File: config.mk
export PLATFORM = sky130hd
export DESIGN_NAME = haar_ll_stream_flat
export DESIGN_NICKNAME = d
export VERILOG_FILES = /design/src/rtl/haar_ll_stream_if.sv /design/src/rtl/haar_ll_stream.sv /design/src/flat_wrapper.sv
export SDC_FILE = /design/constraint.sdc
export NUM_CORES = 1
export LEC_CHECK = 0
export ABC_AREA = 1
export CAP_MARGIN = 20
export CORE_ASPECT_RATIO = 1.5
export CORE_MARGIN = 2
export CORE_UTILIZATION = 55
export DETAILED_ROUTE_END_ITERATION = 12
export GPL_TIMING_DRIVEN = 0
export PLACE_DENSITY = 0.77
export SETUP_SLACK_MARGIN = 0.05
export SYNTH_ARGS = -nofsm -noshare
export SYNTH_HDL_FRONTEND = slang
export SYNTH_SLANG_ARGS = --single-unit
File: constraint.sdc
create_clock -name clk -period 6.8 [get_ports clk]
set_clock_uncertainty 0.05 [all_clocks]
set_input_delay 0.68 -clock clk [delete_from_list [all_inputs] [get_ports clk]]
set_output_delay 0.68 -clock clk [all_outputs]
set_load 0.05 [all_outputs]
File: src/rtl/haar_ll_stream_if.sv
// Pixel-in / LL-out stream bundle for the Haar LL stage.
// master drives pixels and LL back-pressure; slave is the transform block.
interface haar_ll_stream_if #(
    parameter int COEF_W = 32
);
    logic [7:0]        pix_in;
    logic              pix_valid;
    logic              pix_ready;
    logic [COEF_W-1:0] ll_out;
    logic              ll_valid;
    logic              ll_ready;

    modport master (
        output pix_in, pix_valid, ll_ready,
        input  pix_ready, ll_out, ll_valid
    );

    modport slave (
        input  pix_in, pix_valid, ll_ready,
        output pix_ready, ll_out, ll_valid
    );
endinterface

File: src/rtl/haar_ll_stream.sv
// Streaming unnormalized Haar LL: sums each 2x2 block of a row-major frame.
// One line buffer of horizontal pair sums; single-entry output register.
module haar_ll_stream #(
    parameter int IMG_W  = 8,
    parameter int IMG_H  = 8,
    parameter int COEF_W = 32
) (
    input  logic             clk,
    input  logic             rst_n,
    input  logic             start,
    haar_ll_stream_if.slave  s,
    output logic             busy,
    output logic             frame_done
);
    localparam int CW = $clog2(IMG_W);
    localparam int RW = $clog2(IMG_H);
    localparam int LW = (IMG_W > 2) ? $clog2(IMG_W / 2) : 1;
    localparam int LN = IMG_W / 2;

    typedef enum logic [1:0] {IDLE, RUN, FLUSH, DONE} state_e;

    state_e            state_q, state_d;
    logic [CW-1:0]     col_q, col_d;
    logic [RW-1:0]     row_q, row_d;
    logic [7:0]        pair_q, pair_d;
    logic [COEF_W-1:0] ll_q, ll_d;
    logic              llv_q, llv_d;
    logic [8:0]        lb_q [LN];

    logic          pix_xfer;
    logic          col_last;
    logic          row_last;
    logic          lb_we;
    logic [LW-1:0] lb_idx;
    logic [8:0]    psum;
    logic [9:0]    llsum;

    assign s.pix_ready = (state_q == RUN) && !(llv_q && !s.ll_ready);
    assign s.ll_out    = ll_q;
    assign s.ll_valid  = llv_q;
    assign busy        = (state_q == RUN) || (state_q == FLUSH);
    assign frame_done  = (state_q == DONE);

    assign pix_xfer = s.pix_valid && s.pix_ready;
    assign col_last = (col_q == CW'(IMG_W - 1));
    assign row_last = (row_q == RW'(IMG_H - 1));
    assign lb_idx   = LW'(col_q >> 1);
    assign psum     = {1'b0, pair_q} + {1'b0, s.pix_in};
    assign llsum    = {1'b0, psum} + {1'b0, lb_q[lb_idx]};

    always_comb begin
        state_d = state_q;
        col_d   = col_q;
        row_d   = row_q;
        pair_d  = pair_q;
        ll_d    = ll_q;
        llv_d   = llv_q;
        lb_we   = 1'b0;

        if (llv_q && s.ll_ready) llv_d = 1'b0;

        unique case (state_q)
            IDLE: begin
                if (start) begin
                    state_d = RUN;
                    col_d   = '0;
                    row_d   = '0;
                end
            end
            RUN: begin
                if (pix_xfer && col_last && row_last) state_d = FLUSH;
            end
            FLUSH: begin
                if (!llv_q || s.ll_ready) state_d = DONE;
            end
            DONE: state_d = IDLE;
            default: state_d = IDLE;
        endcase

        if (pix_xfer) begin
            if (col_last) begin
                col_d = '0;
                row_d = row_last ? '0 : row_q + 1'b1;
            end else begin
                col_d = col_q + 1'b1;
            end
            // Even column opens a pair; odd column closes it.
            if (!col_q[0]) begin
                pair_d = s.pix_in;
            end else if (!row_q[0]) begin
                lb_we = 1'b1;
            end else begin
                ll_d  = COEF_W'(llsum);
                llv_d = 1'b1;
            end
        end
    end

    always_ff @(posedge clk) begin
        if (!rst_n) begin
            state_q <= IDLE;
            col_q   <= '0;
            row_q   <= '0;
            pair_q  <= '0;
            ll_q    <= '0;
            llv_q   <= 1'b0;
        end else begin
            state_q <= state_d;
            col_q   <= col_d;
            row_q   <= row_d;
            pair_q  <= pair_d;
            ll_q    <= ll_d;
            llv_q   <= llv_d;
        end
    end

    // Every entry is written on an even row before the odd row reads it.
    always_ff @(posedge clk) begin
        if (lb_we) lb_q[lb_idx] <= psum;
    end
endmodule

File: src/flat_wrapper.sv
// flat-port wrapper written by rule: the top's interface ports become plain ports
module haar_ll_stream_flat 
#(
    parameter int IMG_W  = 8,
    parameter int IMG_H  = 8,
    parameter int COEF_W = 32
)
  (clk, rst_n, start, busy, frame_done, s_pix_in, s_pix_valid, s_ll_ready, s_pix_ready, s_ll_out, s_ll_valid);
  haar_ll_stream_if #(.COEF_W(COEF_W)) s_i ();
  input  logic clk;
  input  logic rst_n;
  input  logic start;
  output logic busy;
  output logic frame_done;
  input wire logic [$bits(s_i.pix_in)-1:0] s_pix_in;
  input wire logic [$bits(s_i.pix_valid)-1:0] s_pix_valid;
  input wire logic [$bits(s_i.ll_ready)-1:0] s_ll_ready;
  output wire logic [$bits(s_i.pix_ready)-1:0] s_pix_ready;
  output wire logic [$bits(s_i.ll_out)-1:0] s_ll_out;
  output wire logic [$bits(s_i.ll_valid)-1:0] s_ll_valid;
  assign s_i.pix_in = s_pix_in;
  assign s_i.pix_valid = s_pix_valid;
  assign s_i.ll_ready = s_ll_ready;
  assign s_pix_ready = s_i.pix_ready;
  assign s_ll_out = s_i.ll_out;
  assign s_ll_valid = s_i.ll_valid;
  haar_ll_stream #(.IMG_W(IMG_W), .IMG_H(IMG_H), .COEF_W(COEF_W)) u_core (.clk(clk), .rst_n(rst_n), .start(start), .s(s_i), .busy(busy), .frame_done(frame_done));
endmodule
==> flow_summary.ini, run 1 <==
[floorplan]
dieWidth_um = 68.71
io_pins = 49
rows = 35
start_util_pct = 56.35
fp.dieH_um = 101.1
core_mm2 = 0.006131
die-area_mm2 = 0.006944

[clock_tree]
cts_hold_buf = 0
htreeDepth = 3
cts_root_buf = clkbuf_8
post_cts_buffers = 0
cts.sinks = 65
insertion_delay_ns = 0.34
cts_resized = 0
cts_buffers = 9
clk_pin_slew_ns = 0.07
cts_tree = done
clk_path_buf_depth = 2

[critical_path]
worstPathMaxFanout = 5
worstPathArrival_ns = 3.56
cp_num_buf_inv = 5
worst-path-stages = 17
cp_cell_sequence = clkdlybuf4s50_1 -> ha_1 -> inv_1 -> fa_1 -> inv_1 -> nand4_1 -> o211ai_1 -> xor2_1 -> ha_1 -> nand2_1 -> inv_1 -> a21oi_1 -> nand2_1 -> nand2_1 -> nand3_1 -> nand2_1 -> inv_1
start_kind = primary input
critPathCapture = u_core.s.ll_out[7]$_SDFFE_PN0P_
critPathTopFamily = adder cells
max_stage_delay_ns = 0.48
slowest_stage = clkdlybuf4s50_1
crit_type = in -> reg
timing.rr.end = u_core.s.ll_out[7]$_SDFFE_PN0P_
cp-end-kind = flip-flop
ff2ff_path_depth = 16
reg2reg_setup_slack_ns = 3.92
timing.rr.start = u_core.pair_q[0]$_SDFFE_PN0P_
critical_path_required_ns = 6.99
critPathLaunch = s_pix_in[0]

[grt]
grt_pass1_wl_um = 12000
grt_pass1_vias = 2704
grt.total_usage_pct = 23.36
gr-total-overflow = 0
antenna_found_initial = 0
grt_max_degree = 12

[sta]
slew_violations = 0
finalHoldViolations = 0
slew_headroom_pct = 38.66
tns_ns = 0
tightest_slew_ns = 0.9131
finalSetupViolCount = 0
hold_ws_ns = 0.4179
finalCritPeriodShare_pct = 49.52
fmax_mhz = 297.0
fin_crit_ns = 3.367
rsz0062_at_grt = no

[detailed_routing]
first_pass_iters = 5
vias_per_cell = 5.205
drc_errors = 0
wire_per_inst_um = 13.77
antenna_left = 0
drt_wl_total_um = 7271
drt-initial-drc-count = 138
vias = 2748

[yosys]
yosysTopAreaCell = edfxtp_1
synth_adder_area_share_pct = 10.21
synth_top_family_by_area = simple AND/OR/NAND/NOR gates
synthXorXnorAreaFrac_pct = 2.028
netlist_top_cells_area = edfxtp_1 (31%), dfxtp_1 (17%), ha_1 (9.1%), nand2_1 (6.7%), inv_1 (4.9%)
synth_mux_area_share_pct = 0
ys.flop_type = edfxtp_1
syn_inst = 388
synthArstFlopShare_pct = 0
synth_area_mm2 = 0.003455
synth-compound-area-share_pct = 11.37
synth_edf_count = 36
ys_types = 33
synth_common_cells = nand2_1 (62), inv_1 (45), nor2_1 (37)
ys_seq_area_share_pct = 48.10
synth_area_per_cell_um2 = 8.904
yosysMostFrequentCell = nand2_1
yosysTopAreaCellShare_pct = 31.29
synth-simple-area-share_pct = 17.06
ys.warnings.count = 0
ys_ff_latch = 65

[power]
ir_drop_mv = 0.2625
p_leak_nw = 1.833
p_per_area_mw_per_mm2 = 272.9

[place]
dpl.hpwl_um = 5349
dpl-instance-area_mm2 = 0.003906
gp_congestion = 0.8785
io_buffers = 25

[finish]
drive_gt1_share_pct = 11.01
num-fill-cells = 532
multi_input_area_mm2 = 0.001488
syn2layout_area_growth_pct = 18.44
final_area_mm2 = 0.004091
regArea_mm2 = 0.001662
fin_nets = 489
diodes = 0

[worst_hold_path]
hp-class = reg -> reg

[job]
drv_cap = 0

[outcome]
outcome = finished clean
## registers in the layout (all words and copies together), names as in the netlist, named ones only
| name | count |
|---|---|
| u_core.row_q | 3 |
| u_core.lb_q | 36 |
| u_core.pair_q | 8 |
| u_core.col_q | 3 |
| u_core.s.ll_out | 10 |
| u_core.state_q | 2 |
| u_core.s.ll_valid | 1 |
## final cells by class
type	instances	share of cell area, %
Sequential cell	65	40.61
Multi-Input combinational cell	267	36.36
Clock inverter	7	1.498
Tap cell	74	2.263
Timing Repair Buffer	29	6.850
Clock buffer	9	3.028
Inverter	48	4.404
Buffer	29	4.985
## power by group
| part | internal [W] | leakage (nW) | switching [W] |
|---|---|---|---|
| Sequential | 0.000443 | 0.559 | 0.0000118 |
| Combinational | 0.000117 | 1.19 | 0.000236 |
| Clock | 0.000165 | 0.0877 | 0.000145 |
## how the worst min path moves through the flow
| stage | cells past startpoint | end | slack [ns] | from |
|---|---|---|---|---|
| after detailed placement | 2 | u_core.pair_q[3]$_SDFFE_PN0P_ | 0.41 | u_core.pair_q[3]$_SDFFE_PN0P_ |
| after floorplan | 2 | u_core.pair_q[0]$_SDFFE_PN0P_ | 0.39 | u_core.pair_q[0]$_SDFFE_PN0P_ |
| after global placement | 2 | u_core.pair_q[4]$_SDFFE_PN0P_ | 0.40 | u_core.pair_q[4]$_SDFFE_PN0P_ |
| after global routing | 2 | u_core.pair_q[5]$_SDFFE_PN0P_ | 0.44 | u_core.pair_q[5]$_SDFFE_PN0P_ |
| after CTS | 2 | u_core.pair_q[3]$_SDFFE_PN0P_ | 0.42 | u_core.pair_q[3]$_SDFFE_PN0P_ |
| final | 2 | u_core.pair_q[5]$_SDFFE_PN0P_ | 0.42 | u_core.pair_q[5]$_SDFFE_PN0P_ |
## stage by stage
stage | setup slack, ns | utilization [%] | power (W) | cells
after floorplan | 4.002 | - | 0.0007293 | 409
after global placement | 3.144 | 63.22 | 0.0008011 | 508
after detailed placement | 3.069 | 63.71 | 0.0008106 | 512
after CTS | 3.430 | 66.73 | 0.001119 | 528
after global routing | 3.264 | 66.73 | 0.001182 | 528
final | 3.433 | 66.73 | 0.001117 | 528
## per-layer routing
metal  up-vias  GRT usage (%)  wire, um
met2        76          42.01      3998
met4         0          9.653       155
met5         -              0         0
li1       1388              -         -
met3        15          4.469       340
met1      1269          25.97      2778
## cell usage in the layout, fill, tap and decap left out, drive strengths merged, types with 4 or more instances in the layout
| cell | netlist | final |
|---|---|---|
| nand2 | 63 | 63 |
| nor3 | 6 | 6 |
| xnor2 | 4 | 4 |
| nand3 | 28 | 28 |
| dfxtp | 29 | 29 |
| xor2 | 4 | 4 |
| clkdlybuf4s50 | 0 | 25 |
| clkbuf | 2 | 11 |
| nor2 | 37 | 37 |
| clkinv | 2 | 6 |
| o22ai | 9 | 9 |
| inv | 46 | 46 |
| o21ai | 26 | 26 |
| ha | 25 | 25 |
| a21oi | 31 | 31 |
| nand4 | 4 | 4 |
| edfxtp | 36 | 36 |
| buf | 27 | 31 |
| conb | 1 | 22 |
## worst register-to-register path, delay by kind of cell (launching register included)
family	cells	cell delay (ns)
AO/OA/AOI/OAI	2	0.31
XOR/XNOR	1	0.40
adder cells (fa/ha/maj)	3	0.96
buffers and inverters	4	0.24
flip-flops	1	0.34
AND/OR/NAND/NOR	6	0.48
## kinds of logic (layout without fill, tap and decap cells)
group | count (synthesis) | in the layout
other | 1 | 22
AOI/OAI and AO/OA | 72 | 72
adders and majority gates | 27 | 27
DFF | 65 | 65
and+or+nand+nor | 138 | 138
xor gates and xnor gates | 8 | 8
buffers and inverters | 77 | 122
(Power assumes the default switching activity.)
==> run 2, diff against run 1 <==
==> constraint.sdc (replaced) <==
create_clock -name clk -period 3.2 [get_ports clk]
set_clock_uncertainty 0.05 [all_clocks]
set_input_delay 0.32 -clock clk [delete_from_list [all_inputs] [get_ports clk]]
set_output_delay 0.32 -clock clk [all_outputs]
set_load 0.05 [all_outputs]
==> flow_summary.ini, run 2 (synthesis gave the netlist of run 1 again) <==
[outcome]
outcome = finished clean

[grt]
grt_max_degree = 12
antenna_found_initial = 0
gr-total-overflow = 0
grt.total_usage_pct = 23.36
grt_pass1_wl_um = 12000
grt_pass1_vias = 2704

[detailed_routing]
drc_errors = 0
antenna_left = 0
drt-initial-drc-count = 135
vias_per_cell = 5.223
wl_met2_um = 4041
wl_met3_um = 354
wire_per_inst_um = 13.86
first_pass_iters = 4
vias = 2758
drt_wl_total_um = 7318
top_layer = met4
wl_met1_um = 2781

[critical_path]
cp-end-kind = flip-flop
max_stage_delay_ns = 0.48
worstPathArrival_ns = 3.16
start_kind = primary input
worstPathMaxFanout = 5
critical_path_required_ns = 3.39
slowest_stage = clkdlybuf4s50_1
path_common_cell = nand2_1
crit_type = in -> reg
cp_cell_sequence = clkdlybuf4s50_1 -> ha_1 -> inv_1 -> fa_1 -> inv_1 -> nand3_1 -> nand2_1 -> xor2_1 -> ha_1 -> nand2_1 -> nand2_1 -> a21oi_1 -> nand2_1 -> nand2_1 -> nand3_1 -> nand2_1 -> inv_1

[sta]
setup_ws_ns = 0.2365
finalSetupViolCount = 0
fmax_mhz = 337.4
finalCritPeriodShare_pct = 92.61
tightest_slew_ns = 0.9319
fin_crit_ns = 2.964
rsz0062_at_grt = no
slew_violations = 0
slew_headroom_pct = 37.40
finalHoldViolations = 0

[worst_hold_path]
hp-class = in -> reg

[power]
ir_drop_mv = 0.5577
p_per_area_mw_per_mm2 = 579.4
p_leak_nw = 1.833

[clock_tree]
post_cts_buffers = 0
insertion_delay_ns = 0.34
cts_buffers = 9
cts.sinks = 65
cts_root_buf = clkbuf_8
cts_hold_buf = 0
cts_tree = done
clk_pin_slew_ns = 0.07
htreeDepth = 3
cts_resized = 0
clk_path_buf_depth = 2

[floorplan]
start_util_pct = 56.35
core_mm2 = 0.006131
rows = 35
die-area_mm2 = 0.006944
io_pins = 49
dieWidth_um = 68.71
fp.dieH_um = 101.1

[place]
dpl-instance-area_mm2 = 0.003906
io_buffers = 25
placed_cells_incl_taps = 512
gp_congestion = 0.8785
dpl.hpwl_um = 5349
place_ws_ns = -0.1713

[finish]
syn2layout_area_growth_pct = 18.65
mostFrequentLayoutCell = nand2_1
num-fill-cells = 531
final_area_mm2 = 0.004099
largest_register = u_core.lb_q
layout_common_cells = nand2_1 (62), inv_1 (45), nor2_1 (37)
diodes = 0
largest_register_ff_count = 36
drive_gt1_share_pct = 11.23
fin_nets = 489
layoutNonFillerInstCount = 528

[job]
drv_cap = 0
run 2: cell counts in the layout (fill, tap and decap cells not counted):
Identical to the previous run, type by type.
run 2: worst max-delay path, delay by kind of cell:
family          cells  cell delay, ns
simple gates        8            0.60
fa+ha+maj           3            0.96
xor+xnor            1            0.42
buf+inv             4            0.66
compound gates      1            0.20
run 2: metrics by stage:
step / util (%) / total power (W) / hold WS (ns) / TNS (ns)
floorplan: - / 0.001550 / 0.3947 / 0
global placement: 63.22 / 0.001702 / 0.4032 / -0.1611
detailed placement: 63.71 / 0.001722 / 0.4112 / -0.2729
CTS: 66.73 / 0.002378 / 0.2487 / 0
global route: 66.86 / 0.002513 / 0.2538 / 0
finish: 66.86 / 0.002375 / 0.2539 / 0
run 2: path summary, 6_finish.rpt:
path	startpoint	endpoint	slack (ns)	cells after the start
worst max-delay path	s_pix_in[0]	u_core.s.ll_out[7]$_SDFFE_PN0P_	0.24	17
worst min register to register	u_core.pair_q[3]$_SDFFE_PN0P_	u_core.pair_q[3]$_SDFFE_PN0P_	0.42	2
worst max register to register	u_core.pair_q[0]$_SDFFE_PN0P_	u_core.s.ll_out[7]$_SDFFE_PN0P_	0.36	16
worst min-delay path	rst_n	u_core.s.ll_out[9]$_SDFFE_PN0P_	0.25	3
run 2: final cells by class:
| type | count | area, um2 | area share (%) |
|---|---|---|---|
| Buffer | 29 | 203.9 | 4.976 |
| Clock buffer | 9 | 123.9 | 3.022 |
| Clock inverter | 7 | 61.31 | 1.496 |
| Inverter | 48 | 180.2 | 4.396 |
| Multi-Input combinational cell | 267 | 1495 | 36.48 |
| Sequential cell | 65 | 1662 | 40.54 |
| Tap cell | 74 | 92.59 | 2.259 |
| Timing Repair Buffer | 29 | 280.3 | 6.838 |
run 2: report_power, final:
part | internal, W | total [W] | leakage [nW] | switching (W)
logic | 0.000250 | 0.000752 | 1.19 | 0.000503
registers | 0.000941 | 0.000966 | 0.559 | 0.0000248
clock network | 0.000350 | 0.000657 | 0.0877 | 0.000307
total | 0.00154 | 0.00238 | 1.83 | 0.000834
run 2: routing by layer:
layer / GRT usage (%) / vias up
li1: - / 1386
met5: 0 / -
met1: 25.97 / 1276
met4: 9.653 / 0
met2: 42.01 / 81
met3: 4.469 / 15
